<file path="src/rtl/bus_timer_pkg.sv">
// rtl/bus_timer_pkg.sv - shared register offsets, state/mode codes and byte-lane merge for bus_timer
//
// Purpose: definitions shared by the bus_timer block.
//   TMR_CTRL/TMR_PRESET/TMR_COUNT : register word offsets (addr[3:2])
//   tmr_state_e                   : timer FSM states (IDLE, LOAD, CNT, INT)
//   TMR_ONESHOT/TMR_RELOAD        : CTRL.MODE codes
//   lane_merge()                  : per-byte write merge driven by byte enables
package bus_timer_pkg;

  localparam logic [1:0] TMR_CTRL   = 2'd0;
  localparam logic [1:0] TMR_PRESET = 2'd1;
  localparam logic [1:0] TMR_COUNT  = 2'd2;

  typedef enum logic [1:0] {
    TMR_IDLE = 2'd0,
    TMR_LOAD = 2'd1,
    TMR_CNT  = 2'd2,
    TMR_INT  = 2'd3
  } tmr_state_e;

  localparam logic [1:0] TMR_ONESHOT = 2'b00;
  localparam logic [1:0] TMR_RELOAD  = 2'b01;

  // Lane i takes new_v when be[i] is set, otherwise keeps old_v.
  function automatic logic [31:0] lane_merge(input logic [31:0] old_v,
                                             input logic [31:0] new_v,
                                             input logic [3:0]  be);
    logic [31:0] res;
    res = old_v;
    for (int i = 0; i < 4; i++) begin
      if (be[i]) begin
        res[8*i +: 8] = new_v[8*i +: 8];
      end
    end
    return res;
  endfunction

endpackage

</file>
<file path="src/rtl/bus_timer.sv">
// rtl/bus_timer.sv - memory-mapped countdown timer responder with interrupt output
//
// Purpose: CPU data-bus responder with CTRL/PRESET/COUNT registers and a
// countdown FSM that raises an interrupt on expiry.
// Ports:
//   clk    : system clock, rising edge
//   reset  : asynchronous active-low reset
//   addr   : data-bus byte address
//   byteen : write byte enables (nonzero = write)
//   wdata  : lane-aligned write data
//   rdata  : combinational read data (0 when not hit)
//   hit    : address decodes to CTRL, PRESET or COUNT
//   irq    : interrupt request, CTRL.IM & irq flag
module bus_timer
  import bus_timer_pkg::*;
#(
  parameter logic [31:0] BASE = 32'h0000_7f00
) (
  input  logic        clk,
  input  logic        reset,
  input  logic [31:0] addr,
  input  logic [3:0]  byteen,
  input  logic [31:0] wdata,
  output logic [31:0] rdata,
  output logic        hit,
  output logic        irq
);

  logic [3:0]  ctrl_q,   ctrl_d;
  logic [31:0] preset_q, preset_d;
  logic [31:0] count_q,  count_d;
  logic        flag_q,   flag_d;
  tmr_state_e  state_q,  state_d;

  logic       en;
  logic [1:0] mode;
  logic       im;
  logic       wr;
  logic       wr_ctrl;
  logic       wr_preset;
  logic       unused_addr_lsb;

  assign en   = ctrl_q[0];
  assign mode = ctrl_q[2:1];
  assign im   = ctrl_q[3];

  // Word-aligned decode; the byte offset within a word is irrelevant.
  assign unused_addr_lsb = ^addr[1:0];

  assign hit       = (addr[31:4] == BASE[31:4]) && (addr[3:2] != 2'b11);
  assign wr        = hit && (byteen != 4'b0000);
  assign wr_ctrl   = wr && (addr[3:2] == TMR_CTRL);
  assign wr_preset = wr && (addr[3:2] == TMR_PRESET);

  always_comb begin
    rdata = 32'd0;
    if (hit) begin
      case (addr[3:2])
        TMR_CTRL:   rdata = {28'd0, ctrl_q};
        TMR_PRESET: rdata = preset_q;
        TMR_COUNT:  rdata = count_q;
        default:    rdata = 32'd0;
      endcase
    end
  end

  assign irq = im & flag_q;

  always_comb begin
    ctrl_d   = ctrl_q;
    preset_d = preset_q;
    count_d  = count_q;
    flag_d   = flag_q;
    state_d  = state_q;

    case (state_q)
      TMR_IDLE: begin
        if (en) state_d = TMR_LOAD;
      end
      TMR_LOAD: begin
        count_d = preset_q;
        flag_d  = 1'b0;
        state_d = TMR_CNT;
      end
      TMR_CNT: begin
        if (!en) begin
          state_d = TMR_IDLE;
        end else if (count_q > 32'd1) begin
          count_d = count_q - 32'd1;
        end else begin
          count_d = 32'd0;
          state_d = TMR_INT;
        end
      end
      TMR_INT: begin
        flag_d = 1'b1;
        if (mode == TMR_RELOAD) begin
          state_d = TMR_LOAD;
        end else begin
          // MODE 00 and 1x both behave as one-shot.
          ctrl_d[0] = 1'b0;
          state_d   = TMR_IDLE;
        end
      end
      default: state_d = TMR_IDLE;
    endcase

    // Bus writes are applied last so they override the FSM's EN clear
    // and flag update in the same cycle.
    if (wr_ctrl) begin
      if (byteen[0]) ctrl_d = wdata[3:0];
      flag_d = 1'b0;
    end
    if (wr_preset) begin
      preset_d = lane_merge(preset_q, wdata, byteen);
      flag_d   = 1'b0;
    end
  end

  always_ff @(posedge clk or negedge reset) begin
    if (!reset) begin
      ctrl_q   <= 4'd0;
      preset_q <= 32'd0;
      count_q  <= 32'd0;
      flag_q   <= 1'b0;
      state_q  <= TMR_IDLE;
    end else begin
      ctrl_q   <= ctrl_d;
      preset_q <= preset_d;
      count_q  <= count_d;
      flag_q   <= flag_d;
      state_q  <= state_d;
    end
  end

endmodule

</file>
<file path="config.mk">
export PLATFORM = sky130hd
export DESIGN_NAME = bus_timer
export DESIGN_NICKNAME = d
export VERILOG_FILES = /design/src/rtl/bus_timer_pkg.sv /design/src/rtl/bus_timer.sv
export SDC_FILE = /design/constraint.sdc
export NUM_CORES = 1
export LEC_CHECK = 0
export CAP_MARGIN = 20
export CORE_UTILIZATION = 54
export CTS_CLUSTER_DIAMETER = 60
export CTS_CLUSTER_SIZE = 16
export DETAILED_ROUTE_END_ITERATION = 6
export GPL_TIMING_DRIVEN = 1
export PLACE_DENSITY_LB_ADDON = 0.12
export SYNTH_ARGS = -nofsm -noshare
export SYNTH_HDL_FRONTEND = slang
export SYNTH_SLANG_ARGS = --single-unit
export TNS_END_PERCENT = 30
</file>
<file path="constraint.sdc">
create_clock -name clk -period 6.7 [get_ports clk]
set_input_delay 1.34 -clock clk [delete_from_list [all_inputs] [get_ports clk]]
set_output_delay 1.34 -clock clk [all_outputs]
set_load 0.005 [all_outputs]
</file>
==> results.sh, run 1 <==
export IMPL_setup_violations=0
export IMPL_drt_pass1_iterations=5
export IMPL_path_cells="clkdlybuf4s50_1 -> nand2_1 -> nand4_1 -> or4_1 -> buf_8 -> nor2_1 -> clkdlybuf4s50_1"
export IMPL_max_freq_mhz=186
export IMPL_wl_met2_um=5750
export IMPL_ios=104
export IMPL_core_area_sq_mm=0.00769
export IMPL_place_area_sq_mm=0.00531
export IMPL_synth_flop_cell="dfrtp_1"
export IMPL_worst_pin_slew_ps=926
export IMPL_cts_tree="yes"
export IMPL_design_final_nets=608
export IMPL_wirelength_um=11800
export IMPL_synth_warnings=0
export IMPL_final_area_sq_mm=0.00561
export IMPL_max_slew_margin_pct=38.2
export IMPL_worstSetupStartpointType="input pin"
export IMPL_clockPowerShare_pct=48.8
export IMPL_layout_area_seq_sq_mm=0.00178
export IMPL_wl_per_cell_um=18.4
export IMPL_cts_root_buffer="clkbuf_8"
export IMPL_drc_errors=0
export IMPL_p_int_uw=761
export IMPL_yosysSeqAreaShare_pct=41.7
export IMPL_cts_made_buffers=9
export IMPL_grt_pass1_wl_um=19800
export IMPL_grt_pass1_vias=4025
export IMPL_place_hpwl_um=7730
export IMPL_cts_resized_gates=0
export IMPL_p_sw_share_pct=20.1
export IMPL_synth_distinct_cells=49
export IMPL_cp_required_ps=5360
export IMPL_worstHoldStart="preset_q[25]"
export IMPL_antenna_found_initial=0
export IMPL_min_path_type="register to register"
export IMPL_die_x_um=90.8
export IMPL_reg2reg_depth=5
export IMPL_critPathSlowestCell="or4_1"
export IMPL_vias=4050
export IMPL_slowest_delay_ps=850
export IMPL_synthCells=449
export IMPL_syn_nets=521
export IMPL_grtUsageTotal_pct=29.9
export IMPL_post_cts_buffers=0
export IMPL_die_height_um=90.8
export IMPL_maxCapViolCount=0
export IMPL_initial_core_util_pct=55.4
export IMPL_synth_edf_count=0
export IMPL_timing_hold_ws_ps=539
export IMPL_syn_to_final_growth_pct=31.7
export IMPL_power_frac_comb_pct=6.3
export IMPL_r2r_end="count_q[26]"
export IMPL_total_power_uw=953
export IMPL_drtIter0Drc=342
export IMPL_grt_overflow=0
export IMPL_r2r_start="count_q[16]"
export IMPL_io_buffers=101
export IMPL_period_needed_ps=5370
export IMPL_final_cell_mix="clkdlybuf4s50_1 (100), dfrtp_1 (71), nor2_1 (45)"
export IMPL_power_density_mw_per_mm2=170
export IMPL_clk_latency_ps=350
export IMPL_final_max_slew_viol_count=0
export IMPL_path_clk_slew_ps=70
export IMPL_async_flop_share_pct=100
export IMPL_antenna_cells=0
export IMPL_grt_max_degree=72
export IMPL_multi_input_area_sq_mm=0.00230
export IMPL_cp_max_fo=18
export IMPL_ctsHoldBuffers=0
export IMPL_worst_path_most_repeated_cell="clkdlybuf4s50_1"
export IMPL_crit_type="input pin to output pin"
export IMPL_ant_nets=0
export IMPL_ys_seq_elements=71
export IMPL_vdd_drop_max_mv=0.147
export IMPL_met1_length_um=5120
export IMPL_hold_violations=0
export IMPL_cp_end_kind="output pin"
export IMPL_layout_cells_most_common="clkdlybuf4s50_1"
export IMPL_synth_area_per_cell_sq_um=9.49
export IMPL_setup_tns_ps=0
export IMPL_min_path_cells=1
export IMPL_cp_num_buf_inv=3
export IMPL_hold_path_end="preset_q[25]"
export IMPL_synth_area_sq_mm=0.00426
export IMPL_cp_top_family="buffers and inverters"
export IMPL_fp_dieArea_sq_mm=0.00825
export IMPL_p_leak_uw=0.00246
export IMPL_nFillCells=607
export IMPL_grt_setup_unrepaired="no"
export IMPL_finalClockSkew_ps=10.1
export IMPL_row_count=32
export IMPL_status="finished, final reports clean"
export IMPL_htree_levels=3
export IMPL_final_util_pct=72.9
export IMPL_cp_arrival_ps=4030
export IMPL_numClockSinks=71
export IMPL_vias_per_cell=6.30
export IMPL_finalWeightedCongestion=0.837
export IMPL_p_seq_share_pct=44.9
export IMPL_top_layer_used="met4"
export IMPL_reg2reg_slack_ps=3580
export IMPL_p_sw_uw=192
export IMPL_drive_gt1_share_pct=13.7
export IMPL_clock_path_buffers=2
export IMPL_fin_crit_sh_pct=80.1
export IMPL_wl_met3_um=742
[kinds of logic after synthesis]
logic type | count (synthesis) | share of synthesized area, %
adder cells (fa/ha/maj) | 2 | 0.587
AO/OA/AOI/OAI | 110 | 19.0
multiplexers | 46 | 11.8
flip-flops | 71 | 41.7
buffers and inverters | 44 | 4.38
AND/OR/NAND/NOR | 176 | 22.5
[how the worst max path moves through the flow]
stage	from	endpoint	slack, ps	cells after the start
after floorplan	addr[29]	rdata[10]	2640	6
after global placement	addr[2]	hit	1270	6
after detailed placement	addr[2]	rdata[28]	1230	6
after CTS	addr[2]	rdata[28]	1220	6
after global routing	addr[5]	rdata[1]	1140	7
final	addr[2]	rdata[28]	1330	7
[per-stage QoR]
step                      worst slack, ps  cells
after detailed placement             1230    625
after CTS                            1220    641
final                                1330    643
after global routing                 1140    643
after global placement               1270    625
after floorplan                      2640    449
[cell usage after synthesis (3+ instances only)]
master / n / area (sq um)
dfrtp_1: 71 / 1780
nor2_1: 46 / 173
a22oi_1: 35 / 263
mux2_2: 35 / 394
nand2_1: 26 / 97.6
clkbuf_1: 25 / 93.8
a21oi_1: 14 / 70.1
and3_1: 13 / 81.3
nand3_1: 13 / 65.1
mux2i_1: 11 / 110
nor3_1: 11 / 55.1
or4_1: 11 / 82.6
nand4_1: 10 / 62.6
inv_1: 9 / 33.8
nor4_1: 9 / 56.3
o21ai_0: 9 / 45.0
o311ai_0: 9 / 78.8
or3_1: 9 / 56.3
buf_2: 8 / 40.0
a22o_1: 7 / 61.3
nor2b_1: 7 / 43.8
o31ai_1: 7 / 52.6
o211ai_1: 6 / 45.0
nand2b_1: 5 / 31.3
o41ai_1: 5 / 43.8
a221o_1: 4 / 40.0
a31oi_1: 3 / 18.8
o22ai_1: 3 / 18.8
[state kept, by name, summed over array words and instances, names as in the netlist]
signal,count
count_q,32
preset_q,32
ctrl_q,4
state_q,2
flag_q,1
[routing by layer]
layer  track usage (%)  up-vias
met5                 0        -
met4              11.9        0
met3              3.87       22
met2              49.8      166
met1              39.4     1977
li1                  -     1885
[power groups by stage]
stage | clock network [uW] | registers [uW] | logic [uW]
6_report | 465 | 428 | 59.9
5_1_grt | 487 | 428 | 64.8
4_1_cts | 468 | 428 | 60.9
3_5_place_dp | 0 | 437 | 60.5
2_1_floorplan | 0 | 437 | 9.12
3_3_place_gp | 0 | 437 | 59.1
[layout make-up]
| class | count | area share, % |
|---|---|---|
| multi-input combinational | 334 | 41.1 |
| clock inverter | 5 | 2.30 |
| inverter | 9 | 0.602 |
| clock buffer | 11 | 2.52 |
| timing repair buffer | 111 | 19.5 |
| tap | 102 | 2.28 |
| sequential | 71 | 31.7 |
No activity file was read; power rests on OpenSTA's default activity.
==> run 2: changes to the inputs <==
--- a/config.mk
+++ b/config.mk
@@ -6,7 +6,7 @@
 export NUM_CORES = 1
 export LEC_CHECK = 0
 export CAP_MARGIN = 20
-export CORE_UTILIZATION = 54
+export CORE_UTILIZATION = 50
 export CTS_CLUSTER_DIAMETER = 60
 export CTS_CLUSTER_SIZE = 16
 export DETAILED_ROUTE_END_ITERATION = 6
==> constraint.sdc (replaced) <==
create_clock -name clk -period 5.05 [get_ports clk]
set_input_delay 1.01 -clock clk [delete_from_list [all_inputs] [get_ports clk]]
set_output_delay 1.01 -clock clk [all_outputs]
set_load 0.005 [all_outputs]
==> results.sh, run 2 (synthesized netlist as in run 1, its figures left out) <==
export IMPL_status="finished, final reports clean"
export IMPL_cp_max_fo=35
export IMPL_final_util_pct=68.0
export IMPL_finalClockSkew_ps=7.93
export IMPL_worst_path_most_repeated_cell="clkdlybuf4s50_1"
export IMPL_grt_pass1_wl_um=19600
export IMPL_reg2reg_depth=5
export IMPL_reg_largest_list="count_q (32), preset_q (32), ctrl_q (4)"
export IMPL_drt_pass1_iterations=5
export IMPL_p_leak_uw=0.00245
export IMPL_reg2reg_slack_ps=1890
export IMPL_clk_latency_ps=350
export IMPL_vias=4042
export IMPL_cp_num_buf_inv=3
export IMPL_cp_arrival_ps=3330
export IMPL_place_hpwl_um=8230
export IMPL_numClockSinks=71
export IMPL_io_buffers=101
export IMPL_grt_setup_unrepaired="no"
export IMPL_cts_tree="yes"
export IMPL_ios=104
export IMPL_ant_nets=0
export IMPL_cts_root_buffer="clkbuf_8"
export IMPL_cts_made_buffers=9
export IMPL_wirelength_um=11900
export IMPL_post_cts_buffers=0
export IMPL_initial_core_util_pct=51.8
export IMPL_r2r_start="count_q[16]"
export IMPL_path_cells="clkdlybuf4s50_1 -> nor4_1 -> nand4_1 -> or4_1 -> buf_4 -> nor2_1 -> clkdlybuf4s50_1"
export IMPL_die_height_um=94.3
export IMPL_row_count=33
export IMPL_setup_violations=0
export IMPL_ctsHoldBuffers=0
export IMPL_final_max_slew_viol_count=0
export IMPL_drtIter0Drc=268
export IMPL_worst_pin_slew_ps=758
export IMPL_grtUsageTotal_pct=28.8
export IMPL_clock_path_buffers=2
export IMPL_fp_dieArea_sq_mm=0.00889
export IMPL_cp_required_ps=4040
export IMPL_fin_crit_sh_pct=85.9
export IMPL_period_needed_ps=4340
export IMPL_cp_top_family="buffers and inverters"
export IMPL_grt_pass1_vias=3932
export IMPL_crit_type="input pin to output pin"
export IMPL_cp_end_kind="output pin"
export IMPL_layout_cells_most_common="clkdlybuf4s50_1"
export IMPL_slowest_delay_ps=540
export IMPL_maxCapViolCount=0
export IMPL_r2r_end="count_q[28]"
export IMPL_path_clk_slew_ps=70
export IMPL_die_x_um=94.3
export IMPL_syn_to_final_growth_pct=31.1
export IMPL_worstSetupStartpointType="input pin"
export IMPL_setup_tns_ps=0
export IMPL_total_power_uw=1200
export IMPL_critPathSlowestCell="or4_1"
export IMPL_max_freq_mhz=230
export IMPL_min_path_cells=1
export IMPL_antenna_cells=0
export IMPL_cts_resized_gates=0
export IMPL_worstHoldStart="ctrl_q[1]"
export IMPL_max_slew_margin_pct=49.5
export IMPL_antenna_found_initial=0
export IMPL_htree_levels=3
export IMPL_wl_per_cell_um=18.3
export IMPL_hold_path_end="ctrl_q[1]"
export IMPL_grt_max_degree=42
export IMPL_min_path_type="register to register"
export IMPL_power_density_mw_per_mm2=215
export IMPL_vdd_drop_max_mv=0.151
export IMPL_final_cell_mix="clkdlybuf4s50_1 (100), dfrtp_1 (71), nor2_1 (45)"
export IMPL_hold_violations=0
export IMPL_finalWeightedCongestion=0.864
export IMPL_drc_errors=0
export IMPL_core_area_sq_mm=0.00822
export IMPL_vias_per_cell=6.24
export IMPL_design_final_nets=610
export IMPL_grt_overflow=0
export IMPL_drive_gt1_share_pct=14.0
run 2: changes by cell type in the layout (fill, tap and decap cells not counted):
cell / previous run / this run
buf_4: 8 / 11
clkinv_2: 0 / 2
clkbuf_8: 10 / 9
bufinv_16: 4 / 3
buf_8: 2 / 1
run 2: layer usage:
layer	up-vias	wire, um	GRT usage (%)
met4	0	242	11.3
li1	1899	-	-
met2	125	5770	45.8
met3	24	514	5.02
met5	-	0	0
met1	1994	5330	38.7
run 2: final cells by class:
| class | instances | area [sq um] |
|---|---|---|
| multi-input combinational | 334 | 2300 |
| fill | 702 | 2630 |
| tap | 105 | 131 |
| clock inverter | 6 | 109 |
| clock buffer | 10 | 128 |
| timing repair buffer | 113 | 1100 |
| inverter | 9 | 33.8 |
| sequential | 71 | 1780 |
run 2: power breakdown:
part           internal [uW]  total [uW]  switching, uW
clock                    328         552            225
sequential               568         568      0.0000374
combinational           50.4        82.1           31.7
run 2: worst max-delay path by stage:
| stage | from | cells past startpoint | end | slack [ps] |
|---|---|---|---|---|
| 2_1_floorplan | addr[29] | 6 | rdata[10] | 1650 |
| 4_1_cts | addr[29] | 7 | rdata[2] | 690 |
| 5_1_grt | addr[18] | 7 | rdata[8] | 560 |
| 6_report | addr[29] | 7 | rdata[16] | 710 |
| 3_5_place_dp | addr[29] | 7 | rdata[2] | 700 |
| 3_3_place_gp | addr[5] | 7 | rdata[10] | 740 |
run 2: stage by stage:
stage               setup WS [ps]  hold WS [ps]  cells  cell area [sq um]
detailed placement            701           516    632               5350
CTS                           689           542    648               5590
floorplan                    1650           484    449               4260
finish                        711           538    648               5590
global route                  563           560    648               5590
global placement              741           508    631               5330
==> run 3: changes to the inputs <==
--- a/config.mk
+++ b/config.mk
@@ -15,4 +15,4 @@
 export SYNTH_ARGS = -nofsm -noshare
 export SYNTH_HDL_FRONTEND = slang
 export SYNTH_SLANG_ARGS = --single-unit
-export TNS_END_PERCENT = 30
+export TNS_END_PERCENT = 5
==> results of run 3 <==
Final layout, timing and power as in run 2 (identical DEF).
